## src/rtl/multiseg_counter.sv

```systemverilog
// Cascaded DIGITS-wide counter plus a multiplexed seg10 display scanner.
// Optional feature: define MULTISEG_BLANK_LEADING_EN to blank leading zero digits.
module multiseg_counter #(
    parameter int DIGITS     = 4,
    parameter int PRESCALE_W = 10,
    parameter int SCAN_W     = 4,
    parameter int MAX_DIGIT  = 15
) (
    input  logic              clk,
    input  logic              rst_n,
    input  logic              en,
    input  logic              up,
    input  logic              clear,
    output logic              LED,
    output logic              sync,
    output logic              wrap,
    output logic [DIGITS-1:0] dig_sel,
    output logic [9:0]        segs
);

    localparam int         IDX_W = (DIGITS > 1) ? $clog2(DIGITS) : 1;
    localparam logic [3:0] MAXD  = 4'(MAX_DIGIT);

    // Local copy of the seg10 decoder table (segment a in bit 0).
    function automatic logic [9:0] seg10(input logic [3:0] v);
        logic [9:0] s;
        s = '0;
        case (v)
            4'h0: s = 10'h03F;
            4'h1: s = 10'h006;
            4'h2: s = 10'h05B;
            4'h3: s = 10'h04F;
            4'h4: s = 10'h066;
            4'h5: s = 10'h06D;
            4'h6: s = 10'h07D;
            4'h7: s = 10'h007;
            4'h8: s = 10'h07F;
            4'h9: s = 10'h06F;
            4'hA: s = 10'h077;
            4'hB: s = 10'h07C;
            4'hC: s = 10'h039;
            4'hD: s = 10'h05E;
            4'hE: s = 10'h079;
            4'hF: s = 10'h071;
            default: s = '0;
        endcase
        return s;
    endfunction

    logic [PRESCALE_W-1:0]   pre_q, pre_d;
    logic [DIGITS-1:0][3:0]  digits_q, digits_d;
    logic [IDX_W-1:0]        idx_q, idx_d;
    logic                    wrap_q, wrap_d;
    logic [DIGITS-1:0]       dig_sel_q, dig_sel_d;
    logic [9:0]              segs_q, segs_d;
    logic                    tick, scan_tick, cy;
    logic [3:0]              cur;

    assign pre_d     = pre_q + 1'b1;
    assign tick      = &pre_q;
    assign scan_tick = &pre_q[SCAN_W-1:0];

    // Ripple carry/borrow across digits; a carry out of the top digit is the wrap.
    always_comb begin
        digits_d = digits_q;
        wrap_d   = 1'b0;
        cy       = 1'b1;
        if (clear) begin
            digits_d = '0;
        end else if (tick && en) begin
            for (int i = 0; i < DIGITS; i++) begin
                if (cy) begin
                    if (up) begin
                        if (digits_q[i] == MAXD) digits_d[i] = 4'd0;
                        else begin
                            digits_d[i] = digits_q[i] + 4'd1;
                            cy          = 1'b0;
                        end
                    end else begin
                        if (digits_q[i] == 4'd0) digits_d[i] = MAXD;
                        else begin
                            digits_d[i] = digits_q[i] - 4'd1;
                            cy          = 1'b0;
                        end
                    end
                end
            end
            wrap_d = cy;
        end
    end

    always_comb begin
        idx_d = idx_q;
        if (scan_tick) idx_d = (idx_q == IDX_W'(DIGITS - 1)) ? '0 : idx_q + 1'b1;
    end

    // Select and pattern are both built from pre-edge idx, so they stay aligned.
    always_comb begin
        cur       = 4'd0;
        dig_sel_d = '0;
        for (int i = 0; i < DIGITS; i++) begin
            if (idx_q == IDX_W'(i)) begin
                cur          = digits_q[i];
                dig_sel_d[i] = 1'b1;
            end
        end
        segs_d = seg10(cur);
`ifdef MULTISEG_BLANK_LEADING_EN
        if ((cur == 4'd0) && (idx_q != '0)) begin
            segs_d = '0;
            for (int i = 0; i < DIGITS; i++) begin
                if ((IDX_W'(i) > idx_q) && (digits_q[i] != 4'd0)) segs_d = seg10(cur);
            end
        end
`endif
    end

    always_ff @(posedge clk or negedge rst_n) begin
        if (!rst_n) begin
            pre_q     <= '0;
            digits_q  <= '0;
            idx_q     <= '0;
            wrap_q    <= 1'b0;
            dig_sel_q <= '0;
            segs_q    <= '0;
        end else begin
            pre_q     <= pre_d;
            digits_q  <= digits_d;
            idx_q     <= idx_d;
            wrap_q    <= wrap_d;
            dig_sel_q <= dig_sel_d;
            segs_q    <= segs_d;
        end
    end

    assign LED     = pre_q[PRESCALE_W-1];
    assign sync    = (digits_q == '0);
    assign wrap    = wrap_q;
    assign dig_sel = dig_sel_q;
    assign segs    = segs_q;

endmodule

```

## config.mk

```make
export PLATFORM = sky130hd
export DESIGN_NAME = multiseg_counter
export DESIGN_NICKNAME = d
export VERILOG_FILES = /design/src/rtl/multiseg_counter.sv
export SDC_FILE = /design/constraint.sdc
export NUM_CORES = 1
export LEC_CHECK = 0
export ABC_AREA = 0
export BUFFER_PORTS_ARGS = -buffer_cell sky130_fd_sc_hd__buf_2
export CORE_MARGIN = 4
export CORE_UTILIZATION = 56
export CTS_BUF_LIST = sky130_fd_sc_hd__clkbuf_2 sky130_fd_sc_hd__clkbuf_4 sky130_fd_sc_hd__clkbuf_8
export CTS_CLUSTER_DIAMETER = 80
export CTS_CLUSTER_SIZE = 30
export DETAILED_ROUTE_END_ITERATION = 8
export GPL_TIMING_DRIVEN = 0
export PLACE_DENSITY_LB_ADDON = 0.05
export REMOVE_ABC_BUFFERS = 1
export SYNTH_ARGS = -nofsm -noshare
export SYNTH_HDL_FRONTEND = slang
export SYNTH_SLANG_ARGS = --single-unit
```

## constraint.sdc

```tcl
create_clock -name clk -period 2.48 [get_ports clk]
set_input_delay 0.248 -clock clk [delete_from_list [all_inputs] [get_ports clk]]
set_output_delay 0.248 -clock clk [all_outputs]
set_load 0.01 [all_outputs]
```

==> impl_results.md, run 1 <==
- Core area: 4410 sq um
- Post-layout min period: 2.37 ns
- Vias/cell: 5.84
- Hold Crit Class: input pin to async pin
- TritonCTS clock tree: built
- Final Cycle Share: 0.956
- Pwr per Cell Area: 423 nW/um^2
- Clock Latency Late Sink: 0.29 ns
- Worst-Margin Slew: 0.875 ns
- Total iterations of the first detailed-routing run: 4
- DR WL/cell: 15.1 um
- Die Y: 76.1 um
- Leakage: 1.24 nW
- Top-count cell post-synth: dfrtp_1
- FF+latch count, synth: 40
- Syn Std Cell Area: 2600 sq um
- Synth async-reset ratio: 1.00
- Initial core utilization: 0.589
- Place WS: -0.381 ns
- Top delay family on crit path: simple AND/OR/NAND/NOR gates
- Critical Path Max Stage Delay: 0.48 ns
- Via count: 2,037
- Critical Path, Cell by Cell: inv_1 -> ha_4 -> or4b_4 -> a2111oi_4 -> buf_4 -> nand3_2 -> buf_4 -> buf_4 -> nand2_1 -> a31oi_1
- CTS Buf Count: 5
- Top post-synthesis cells by area: dfrtp_1 38%, ha_1 9.6%, xnor2_1 3.7%, mux2_2 3.5%, nand2_1 3.2%
- Relative slew slack: 0.417
- Yosys warnings: 0
- Critical path class: register to register
- Post-synthesis compound-gate area fraction: 0.141
- Slew Limit Fails: 0
- Outcome: finished clean
- Clock sink total: 40
- Sequential area share after synthesis: 0.385
- WL final: 5270 um
- Most Frequent Cell on Critical Path: buf_4
- Clk_skew: 0.00452 ns
- Number of synthesized flops with an enable pin: 0
- Gpl congestion: 0.875
- CTS max path bufs: 2
- Global-route usage over all layers: 0.192
- Syn-to-layout area delta: 13.3%
- Setup ws final: 0.108 ns
- Synth Area in Adders: 0.0962
- Antenna-violating nets left: 0
- Final Hold Viols: 0
- Initial antenna violation count: 0
- # DRC: 0
- Crit path max fanout: 4
- Commonest cells post-synth: 40 x dfrtp_1, 22 x nand2_1, 20 x ha_1, 20 x nor2_1, 17 x inv_1
- Mux cell area share after synthesis: 0.0837
- Pin count of the biggest net entering global routing: 41
- Layout cells sized above 1: 0.229
- Horiz. Die Dim: 76.1 um
- Main flop type after synthesis: dfrtp_1
- Post-synth cell types: 50
- Cell taking the most area after synthesis: dfrtp_1
- Max H-tree Level: 2
- Critical-path top delay cell: or4b_4
- Post-Syn Area per Cell: 9.52 sq um
- DPL Wire Length: 3450 um
- CP Launch Type: register
- Reg2reg start: digits_q[0]
- Drt initial violations: 126
- Maximum vdd drop: 0.309 mV
- Worst endpoint required time: 2.65 ns
- Clock root buffer master: clkbuf_8
- Global-route wire length before repair: 9230 um
- Tot Pwr: 1.25 mW
- GRT Residual Overflow: 0
- Crit end category: register
- Final Setup Violations: 0
- RSZ-0062 raised after global routing: no
- Nets: 321
- Main combinational cell family by area after synthesis: simple AND/OR/NAND/NOR gates
- Antenna diodes: 0
- Clock-pin slew on the worst setup and hold paths: 0.08 ns
- I/O Pins: 22
- Die footprint: 5800 sq um
- Synth Area in Simple Gates: 0.179
- Top-area cell type share of the netlist area: 0.385
- Port bufs: 18
- Fmax: 422 MHz
- Buf/Inv on CP: 4
- Cells after Synth: 273
- # rows: 24
- Post-Synth XOR/XNOR Area: 0.0539
- CP Launch Point: digits_q[0]
- Crit path DAT: 2.54 ns
- Setup tns final: 0 ns
- Vias in the first global route: 1,910
- Max cap viols: 0
[through the flow]
| stage | std cells | cell area [sq um] | hold slack, ns | utilization |
|---|---|---|---|---|
| after floorplan | 257 | 2520 | -0.0476 | - |
| after global placement | 327 | 2670 | 0.420 | 0.606 |
| after detailed placement | 327 | 2670 | 0.417 | 0.606 |
| after CTS | 337 | 2820 | 0.0901 | 0.639 |
| after global routing | 349 | 2950 | 0.123 | 0.668 |
| final | 349 | 2950 | 0.0632 | 0.668 |
[layer usage]
metal / wire length (um) / GRT usage
met5: 0 / 0
met3: 250 / 0.0414
met4: 55 / 0.0542
met2: 2530 / 0.301
met1: 2440 / 0.268
[placed cells by master, fill, tap and decap left out, types with 2 or more instances in the layout]
| cell | instances |
|---|---|
| nor3_1 | 7 |
| dfrtp_1 | 36 |
| a21oi_1 | 15 |
| a211oi_1 | 6 |
| nor2_1 | 20 |
| o21bai_1 | 4 |
| dfrtp_2 | 4 |
| nand2_1 | 22 |
| and3_1 | 3 |
| a31oi_1 | 4 |
| xor2_1 | 5 |
| buf_2 | 18 |
| nand3_1 | 10 |
| nand4_1 | 6 |
| mux2_2 | 8 |
| clkbuf_8 | 5 |
| nand2b_1 | 3 |
| buf_4 | 14 |
| nor3b_1 | 4 |
| a31oi_2 | 2 |
| nor2b_1 | 4 |
| a21o_1 | 2 |
| inv_1 | 16 |
| xnor2_1 | 11 |
| mux2i_1 | 6 |
| a2bb2oi_1 | 2 |
| mux4_2 | 3 |
| o21ai_0 | 5 |
| conb_1 | 3 |
| nand3b_1 | 2 |
| ha_1 | 18 |
[where the power goes]
part	leakage [nW]	switching (mW)	internal (mW)	total, mW
Combinational	0.692	0.0338	0.0141	0.0479
Sequential	0.491	0.000000000000000134	0.651	0.651
Clock	0.0548	0.245	0.303	0.548
[timing repair]
action | in CTS | in global routing
cloned | 0 | 0
pin swaps | 1 | 4
gates resized for setup | 5 | 11
buffers inserted | 2 | 12
endpoints found under the setup margin | 13 | 16
hold buffers | 0 | 0
[state kept, by name (all words and copies together), names as in the netlist]
signal	flops
pre_q	10
dig_sel	4
segs	7
digits_q	16
idx_q	2
wrap	1
[layout make-up]
cell class | instances | area, sq um
clock buffers | 5 | 68.8
clock inverters | 3 | 46.3
fillers | 353 | 1470
inverters | 17 | 63.8
multi-input cells | 200 | 1500
flip-flops and latches | 40 | 1010
well taps | 52 | 65.1
repair buffers | 32 | 195
[cell families after synthesis]
logic type | after synthesis
AND/OR/NAND/NOR | 91
AO/OA/AOI/OAI | 53
flip-flops | 40
buffers and inverters | 35
adder cells (fa/ha/maj) | 20
multiplexers | 17
XOR/XNOR | 16
other | 1
[worst register-to-register path, stage by stage, from the launching register on]
cell	delay (ns)
dfrtp_2	0.43
inv_1	0.09
ha_4	0.15
or4b_4	0.48
a2111oi_4	0.38
buf_4	0.18
nand3_2	0.11
buf_4	0.18
buf_4	0.13
nand2_1	0.06
a31oi_1	0.06
[worst paths after layout]
check	end	cells past startpoint	slack, ns
max in group asynchronous	digits_q[1]	1	1.81
min reg2reg	pre_q[9]	1	0.50
min	dig_sel[2]	1	0.06
min in group clk	digits_q[10]	2	0.34
max reg2reg	digits_q[12]	10	0.11
max	digits_q[12]	10	0.11
No activity file was read; power rests on OpenSTA's default activity.
==> run 2, diff against run 1 <==
--- a/config.mk
+++ b/config.mk
@@ -7,8 +7,10 @@
 export LEC_CHECK = 0
 export ABC_AREA = 0
 export BUFFER_PORTS_ARGS = -buffer_cell sky130_fd_sc_hd__buf_2
-export CORE_MARGIN = 4
-export CORE_UTILIZATION = 56
+export CELL_PAD_IN_SITES_DETAIL_PLACEMENT = 2
+export CELL_PAD_IN_SITES_GLOBAL_PLACEMENT = 2
+export CORE_MARGIN = 2
+export CORE_UTILIZATION = 36
 export CTS_BUF_LIST = sky130_fd_sc_hd__clkbuf_2 sky130_fd_sc_hd__clkbuf_4 sky130_fd_sc_hd__clkbuf_8
 export CTS_CLUSTER_DIAMETER = 80
 export CTS_CLUSTER_SIZE = 30
==> run 2 against run 1 <==
Net effect:
- cell area up 2.8%
- sequential cell count unchanged
- non-clock buffer count is 1 lower
- clock skew is 0.0080 ns higher
- clock-buffer cell count unchanged
- combinational power grew 9.2%
- maximum frequency is 0.90% lower
- core utilization shrank 23 points
- critical path depth is 2 lower
- die area up 37%
- critical path type unchanged
==> impl_results.md, run 2 (same netlist as run 1, synthesis figures left out) <==
- Vias/cell: 5.28 (was 5.84)
- Layout cells sized above 1: 0.253 (was 0.229)
- Placed Area: 2730 sq um (was 2670 sq um)
- Total iterations of the first detailed-routing run: 4 (unchanged)
- Post-layout min period: 2.39 ns (was 2.37 ns)
- TritonCTS clock tree: built (unchanged)
- Post-route non-filler standard cell count: 392 (was 349)
- Drt initial violations: 47 (was 126)
- CP Launch Type: register (unchanged)
- Hold-fix buffers, CTS: 0 (unchanged)
- GRT Residual Overflow: 0 (unchanged)
- CTS Buf Count: 5 (unchanged)
- Leakage: 1.23 nW (was 1.24 nW)
- Most common cell after layout, fill and taps aside: dfrtp_1 (unchanged)
- Die footprint: 7920 sq um (was 5800 sq um)
- Clock-pin slew on the worst setup and hold paths: 0.09 ns (was 0.08 ns)
- Crit path DAT: 2.62 ns (was 2.54 ns)
- Global-route wire length before repair: 10,900 um (was 9230 um)
- Critical Path Max Stage Delay: 0.48 ns (about the same)
- Relative slew slack: 0.366 (was 0.417)
- Final Cycle Share: 0.965 (was 0.956)
- Critical path class: register to register (unchanged)
- Clock sink total: 40 (unchanged)
- Crit path max fanout: 6 (was 4)
- # rows: 30 (was 24)
- Global-route usage over all layers: 0.180 (was 0.192)
- Worst-Margin Slew: 0.951 ns (was 0.875 ns)
- Slew Limit Fails: 0 (unchanged)
- Crit end category: register (unchanged)
- Final Setup Violations: 0 (unchanged)
- Max H-tree Level: 2 (unchanged)
- CTS max path bufs: 2 (unchanged)
- Critical-path top delay cell: or4b_4 (unchanged)
- Top delay family on crit path: compound AO/OA/AOI/OAI gates (was simple AND/OR/NAND/NOR gates)
- Hold Crit Class: input pin to async pin (unchanged)
- Horiz. Die Dim: 89.0 um (was 76.1 um)
- Die Y: 89.0 um (was 76.1 um)
- Number of flip-flops in the largest register: 16 (unchanged)
- Fill cell count: 773 (was 353)
- Core area: 6910 sq um (was 4410 sq um)
- Pin count of the biggest net entering global routing: 41 (unchanged)
- Buf/Inv on CP: 2 (was 4)
- RSZ-0062 raised after global routing: yes (was no)
- DR WL/cell: 17.0 um (was 15.1 um)
- Commonest cells after routing, fill and taps aside: 35 x dfrtp_1, 21 x nand2_1, 20 x nor2_1, 18 x buf_2, 17 x ha_1 (was 36 x dfrtp_1, 22 x nand2_1, 20 x nor2_1, 18 x ha_1, 18 x buf_2)
- Place WS: -0.529 ns (was -0.381 ns)
- DPL Wire Length: 4550 um (was 3450 um)
- Syn-to-layout area delta: 16.5% (was 13.3%)
- Final Cell Area: 3030 sq um (was 2950 sq um)
- Vias in the first global route: 2,152 (was 1,910)
- Port bufs: 18 (unchanged)
- Antenna diodes: 0 (unchanged)
- Max cap viols: 0 (unchanged)
- Outcome: finished clean (unchanged)
- Setup ws final: 0.0869 ns (was 0.108 ns)
- Nets: 320 (was 321)
- Worst endpoint required time: 2.71 ns (was 2.65 ns)
- Via count: 2,068 (was 2,037)
- Clk_skew: 0.0125 ns (was 0.00452 ns)
- # DRC: 0 (unchanged)
- Fmax: 418 MHz (was 422 MHz)
- Critical Path, Cell by Cell: inv_2 -> ha_4 -> or4b_4 -> a2111oi_4 -> buf_4 -> nand3_4 -> a311o_1 -> a21oi_2 (was inv_1 -> ha_4 -> or4b_4 -> a2111oi_4 -> buf_4 -> nand3_2 -> buf_4 -> buf_4 -> nand2_1 -> a31oi_1)
- Antenna-violating nets left: 0 (unchanged)
- Initial core utilization: 0.376 (was 0.589)
- Clock Latency Late Sink: 0.30 ns (was 0.29 ns)
- Gpl congestion: 0.749 (was 0.875)
- Pwr per Cell Area: 419 nW/um^2 (was 423 nW/um^2)
- Initial antenna violation count: 0 (unchanged)
- I/O Pins: 22 (unchanged)
- Hold WS: 0.0927 ns (was 0.0632 ns)
- Placed insts: 371 (was 327)
- Maximum vdd drop: 0.195 mV (was 0.309 mV)
- Final Hold Viols: 0 (unchanged)
- Reg with most FFs: digits_q (unchanged)
- Clock root buffer master: clkbuf_8 (unchanged)
- WL final: 6680 um (was 5270 um)
- Tot Pwr: 1.27 mW (was 1.25 mW)
==> run 2: per-layer routing <==
metal	wire length, um	track usage	part of all wire
met1	3160	0.231	0.47
met2	3350	0.310	0.50
met3	131	0.0332	0.020
met4	46	0.0488	0.0069
met5	0	0	0
==> run 2: what timing repair did <==
| action | CTS | global route |
|---|---|---|
| endpoints found under the setup margin | 18 | 15 |
| pin swaps | 1 | 10 |
| buffers inserted | 6 | 7 |
| resized for setup | 9 | 16 |
==> run 2: final cells by class <==
| cell class | instances | area [sq um] | share of cell area |
|---|---|---|---|
| clock inverter | 3 | 46.3 | 0.0153 |
| inverter | 17 | 63.8 | 0.0211 |
| sequential | 40 | 1010 | 0.333 |
| clock buffer | 5 | 68.8 | 0.0227 |
| tap | 96 | 120 | 0.0397 |
| multi-input combinational | 200 | 1530 | 0.507 |
| timing repair buffer | 31 | 188 | 0.0620 |
==> run 2: final timing paths <==
kind	startpoint	end	slack, ns	cells after the start
worst max-delay path	digits_q[1]	digits_q[15]	0.09	8
worst min-delay path	rst_n	pre_q[7]	0.09	1
worst max register to register	digits_q[1]	digits_q[15]	0.09	8
worst min register to register	pre_q[5]	pre_q[5]	0.50	1
max in group asynchronous	rst_n	digits_q[8]	1.73	1
min in group clk	clear	digits_q[5]	0.36	2
==> run 2: per-stage QoR <==
step	TNS, ns	utilization
2_1_floorplan	-0.0236	-
5_1_grt	-0.121	0.438
4_1_cts	0	0.422
6_report	0	0.438
3_3_place_gp	-2.31	0.395
3_5_place_dp	-3.18	0.395
==> run 2: worst register-to-register path, delay by kind of cell, from the launching register on <==
kind | cells | cell delay, ns
and+or+nand+nor | 2 | 0.59
AOI/OAI and AO/OA | 3 | 0.89
DFF | 1 | 0.42
buffers and inverters | 2 | 0.29
adders and majority gates | 1 | 0.14
==> run 2: power by group <==
part | internal [mW] | total, mW | switching [mW]
Sequential | 0.652 | 0.652 | 0.000000000000000136
Clock | 0.304 | 0.566 | 0.262
Combinational | 0.0142 | 0.0523 | 0.0381
Total | 0.969 | 1.27 | 0.300
==> run 3, diff against run 2 <==
--- a/config.mk
+++ b/config.mk
@@ -10,7 +10,7 @@
 export CELL_PAD_IN_SITES_DETAIL_PLACEMENT = 2
 export CELL_PAD_IN_SITES_GLOBAL_PLACEMENT = 2
 export CORE_MARGIN = 2
-export CORE_UTILIZATION = 36
+export CORE_UTILIZATION = 39
 export CTS_BUF_LIST = sky130_fd_sc_hd__clkbuf_2 sky130_fd_sc_hd__clkbuf_4 sky130_fd_sc_hd__clkbuf_8
 export CTS_CLUSTER_DIAMETER = 80
 export CTS_CLUSTER_SIZE = 30
==> constraint.sdc (replaced) <==
create_clock -name clk -period 2.5 [get_ports clk]
set_input_delay 0.25 -clock clk [delete_from_list [all_inputs] [get_ports clk]]
set_output_delay 0.25 -clock clk [all_outputs]
set_load 0.01 [all_outputs]
==> run 3 against run 2 <==
Net effect:
- total power fell by 0.29%
- setup slack improved by 0.0021 ns
- non-clock buffer count fell by 6
- largest cell class unchanged
==> impl_results.md, run 3 (same netlist as run 1, synthesis figures left out) <==
- Antenna-violating nets left: 0 (unchanged)
- Vias in the first global route: 2,233 (was 2,152)
- Most common cell after layout, fill and taps aside: dfrtp_1 (unchanged)
- Max cap viols: 0 (unchanged)
- Setup tns final: 0 ns (unchanged)
- Initial antenna violation count: 0 (unchanged)
- I/O Pins: 22 (unchanged)
- Clk_skew: 0.00388 ns (was 0.0125 ns)
- R2R depth: 7 (was 8)
- GRT Residual Overflow: 0 (unchanged)
- Slew Limit Fails: 0 (unchanged)
- Number of flip-flops in the largest register: 16 (unchanged)
- Critical Path, Cell by Cell: inv_1 -> ha_4 -> or4b_4 -> a2111oi_4 -> nand3_2 -> or3_1 -> a21oi_1 (was inv_2 -> ha_4 -> or4b_4 -> a2111oi_4 -> buf_4 -> nand3_4 -> a311o_1 -> a21oi_2)
- Leakage: 1.20 nW (was 1.23 nW)
- Maximum vdd drop: 0.222 mV (was 0.195 mV)
- Clock-pin slew on the worst setup and hold paths: 0.09 ns (about the same)
- Global-route usage over all layers: 0.199 (was 0.180)
- Horiz. Die Dim: 85.7 um (was 89.0 um)
- Layout cells sized above 1: 0.210 (was 0.253)
- Clock Latency Late Sink: 0.30 ns (about the same)
- WL final: 6750 um (was 6680 um)
- CP Launch Point: digits_q[1] (unchanged)
- Critical Path Stages: 7 (was 8)
- Crit end category: register (unchanged)
- Worst endpoint required time: 2.73 ns (was 2.71 ns)
- Critical-path top delay cell: a2111oi_4 (was or4b_4)
- Top delay family on crit path: simple AND/OR/NAND/NOR gates (was compound AO/OA/AOI/OAI gates)
- CTS Buf Count: 5 (unchanged)
- Final Hold Viols: 0 (unchanged)
- Hold Crit Class: input pin to async pin (unchanged)
- Global-route wire length before repair: 11,500 um (was 10,900 um)
- Clock sink total: 40 (unchanged)
- Pin count of the biggest net entering global routing: 41 (unchanged)
- Worst R2R End: digits_q[14] (was digits_q[15])
- Port bufs: 18 (unchanged)
- Gpl congestion: 0.720 (was 0.749)
- # rows: 29 (was 30)
- R2R setup slack: 0.09 ns (about the same)
- Fmax: 415 MHz (was 418 MHz)
- Clock root buffer master: clkbuf_8 (unchanged)
- DR WL/cell: 18.4 um (was 17.0 um)
- Setup ws final: 0.0890 ns (was 0.0869 ns)
- Worst-Margin Slew: 0.946 ns (was 0.951 ns)
- CTS max path bufs: 2 (unchanged)
- Crit path max fanout: 4 (was 6)
- Hold-fix buffers, CTS: 0 (unchanged)
- Reg with most FFs: digits_q (unchanged)
- Critical path class: register to register (unchanged)
- CP Launch Type: register (unchanged)
- Initial core utilization: 0.407 (was 0.376)
- Reg2reg start: digits_q[1] (unchanged)
- Nets: 314 (was 320)
- Tot Pwr: 1.27 mW (about the same)
- DPL Wire Length: 4520 um (was 4550 um)
- Setup crit end: digits_q[14] (was digits_q[15])
- Pwr per Cell Area: 432 nW/um^2 (was 419 nW/um^2)
- Syn-to-layout area delta: 12.6% (was 16.5%)
- Die Y: 85.7 um (was 89.0 um)
- Hold WS: 0.0815 ns (was 0.0927 ns)
- Via count: 2,081 (was 2,068)
- Outcome: finished clean (unchanged)
- Die footprint: 7340 sq um (was 7920 sq um)
- Commonest cells after routing, fill and taps aside: 36 x dfrtp_1, 22 x nand2_1, 20 x nor2_1, 18 x ha_1, 18 x buf_2 (was 35 x dfrtp_1, 21 x nand2_1, 20 x nor2_1, 18 x buf_2, 17 x ha_1)
- Antenna diodes: 0 (unchanged)
- TritonCTS clock tree: built (unchanged)
- Post-layout min period: 2.41 ns (was 2.39 ns)
- Place WS: -0.473 ns (was -0.529 ns)
- Crit path DAT: 2.64 ns (was 2.62 ns)
- Buf/Inv on CP: 1 (was 2)
- Relative slew slack: 0.369 (was 0.366)
- RSZ-0062 raised after global routing: yes (unchanged)
- Total iterations of the first detailed-routing run: 4 (unchanged)
- Vias/cell: 5.67 (was 5.28)
- Drt initial violations: 46 (was 47)
- Critical Path Max Stage Delay: 0.50 ns (was 0.48 ns)
- # DRC: 0 (unchanged)
- Core area: 6390 sq um (was 6910 sq um)
- Final Cycle Share: 0.964 (was 0.965)
- Final Setup Violations: 0 (unchanged)
- Max H-tree Level: 2 (unchanged)
run 3: layer usage:
metal  track usage  vias to the layer above  routed length, um
li1              -                      982                  -
met1         0.261                     1064               3130
met2         0.345                       26               3400
met3        0.0318                        9                151
met4        0.0476                        0                 74
met5             0                        -                  0
run 3: power by group:
group	leakage [nW]	switching, mW	total (mW)	internal (mW)
Combinational	0.658	0.0365	0.0505	0.0140
Sequential	0.491	0.000000000000000181	0.646	0.646
Clock	0.0548	0.268	0.569	0.301
Total	1.20	0.304	1.27	0.962
run 3: worst min path at each step:
stage           from            to  slack (ns)  cells after the start
6_report       rst_n          wrap        0.08                      1
3_5_place_dp   rst_n  digits_q[14]        0.46                      1
5_1_grt        rst_n      idx_q[0]        0.16                      1
2_1_floorplan  rst_n    dig_sel[0]       -0.05                      0
3_3_place_gp   rst_n          wrap        0.45                      1
4_1_cts        rst_n  digits_q[14]        0.13                      1
run 3: layout make-up:
cell class	count	area (sq um)
fillers	699	3460
repair buffers	25	146
flip-flops and latches	40	1010
multi-input cells	200	1500
clock inverters	3	46.3
inverters	17	63.8
clock buffers	5	68.8
well taps	77	96.3
run 3: per-stage QoR:
step / instances / util / area, sq um
final: 367 / 0.458 / 2930
after floorplan: 257 / - / 2520
after global routing: 367 / 0.458 / 2930
after CTS: 365 / 0.451 / 2880
after detailed placement: 352 / 0.424 / 2710
after global placement: 352 / 0.424 / 2710
run 3: worst reg2reg max path, stage by stage (launching register included):
cell and delay (ns):
dfrtp_2 0.41, inv_1 0.09, ha_4 0.15, or4b_4 0.49
a2111oi_4 0.50, nand3_2 0.18, or3_1 0.38, a21oi_1 0.15
run 3: repair_timing:
item	4_1_cts	5_1_grt
gates cloned	0	0
setup endpoints to repair	18	13
gates resized for setup	8	10
pin swaps	2	3
buffers inserted	5	2
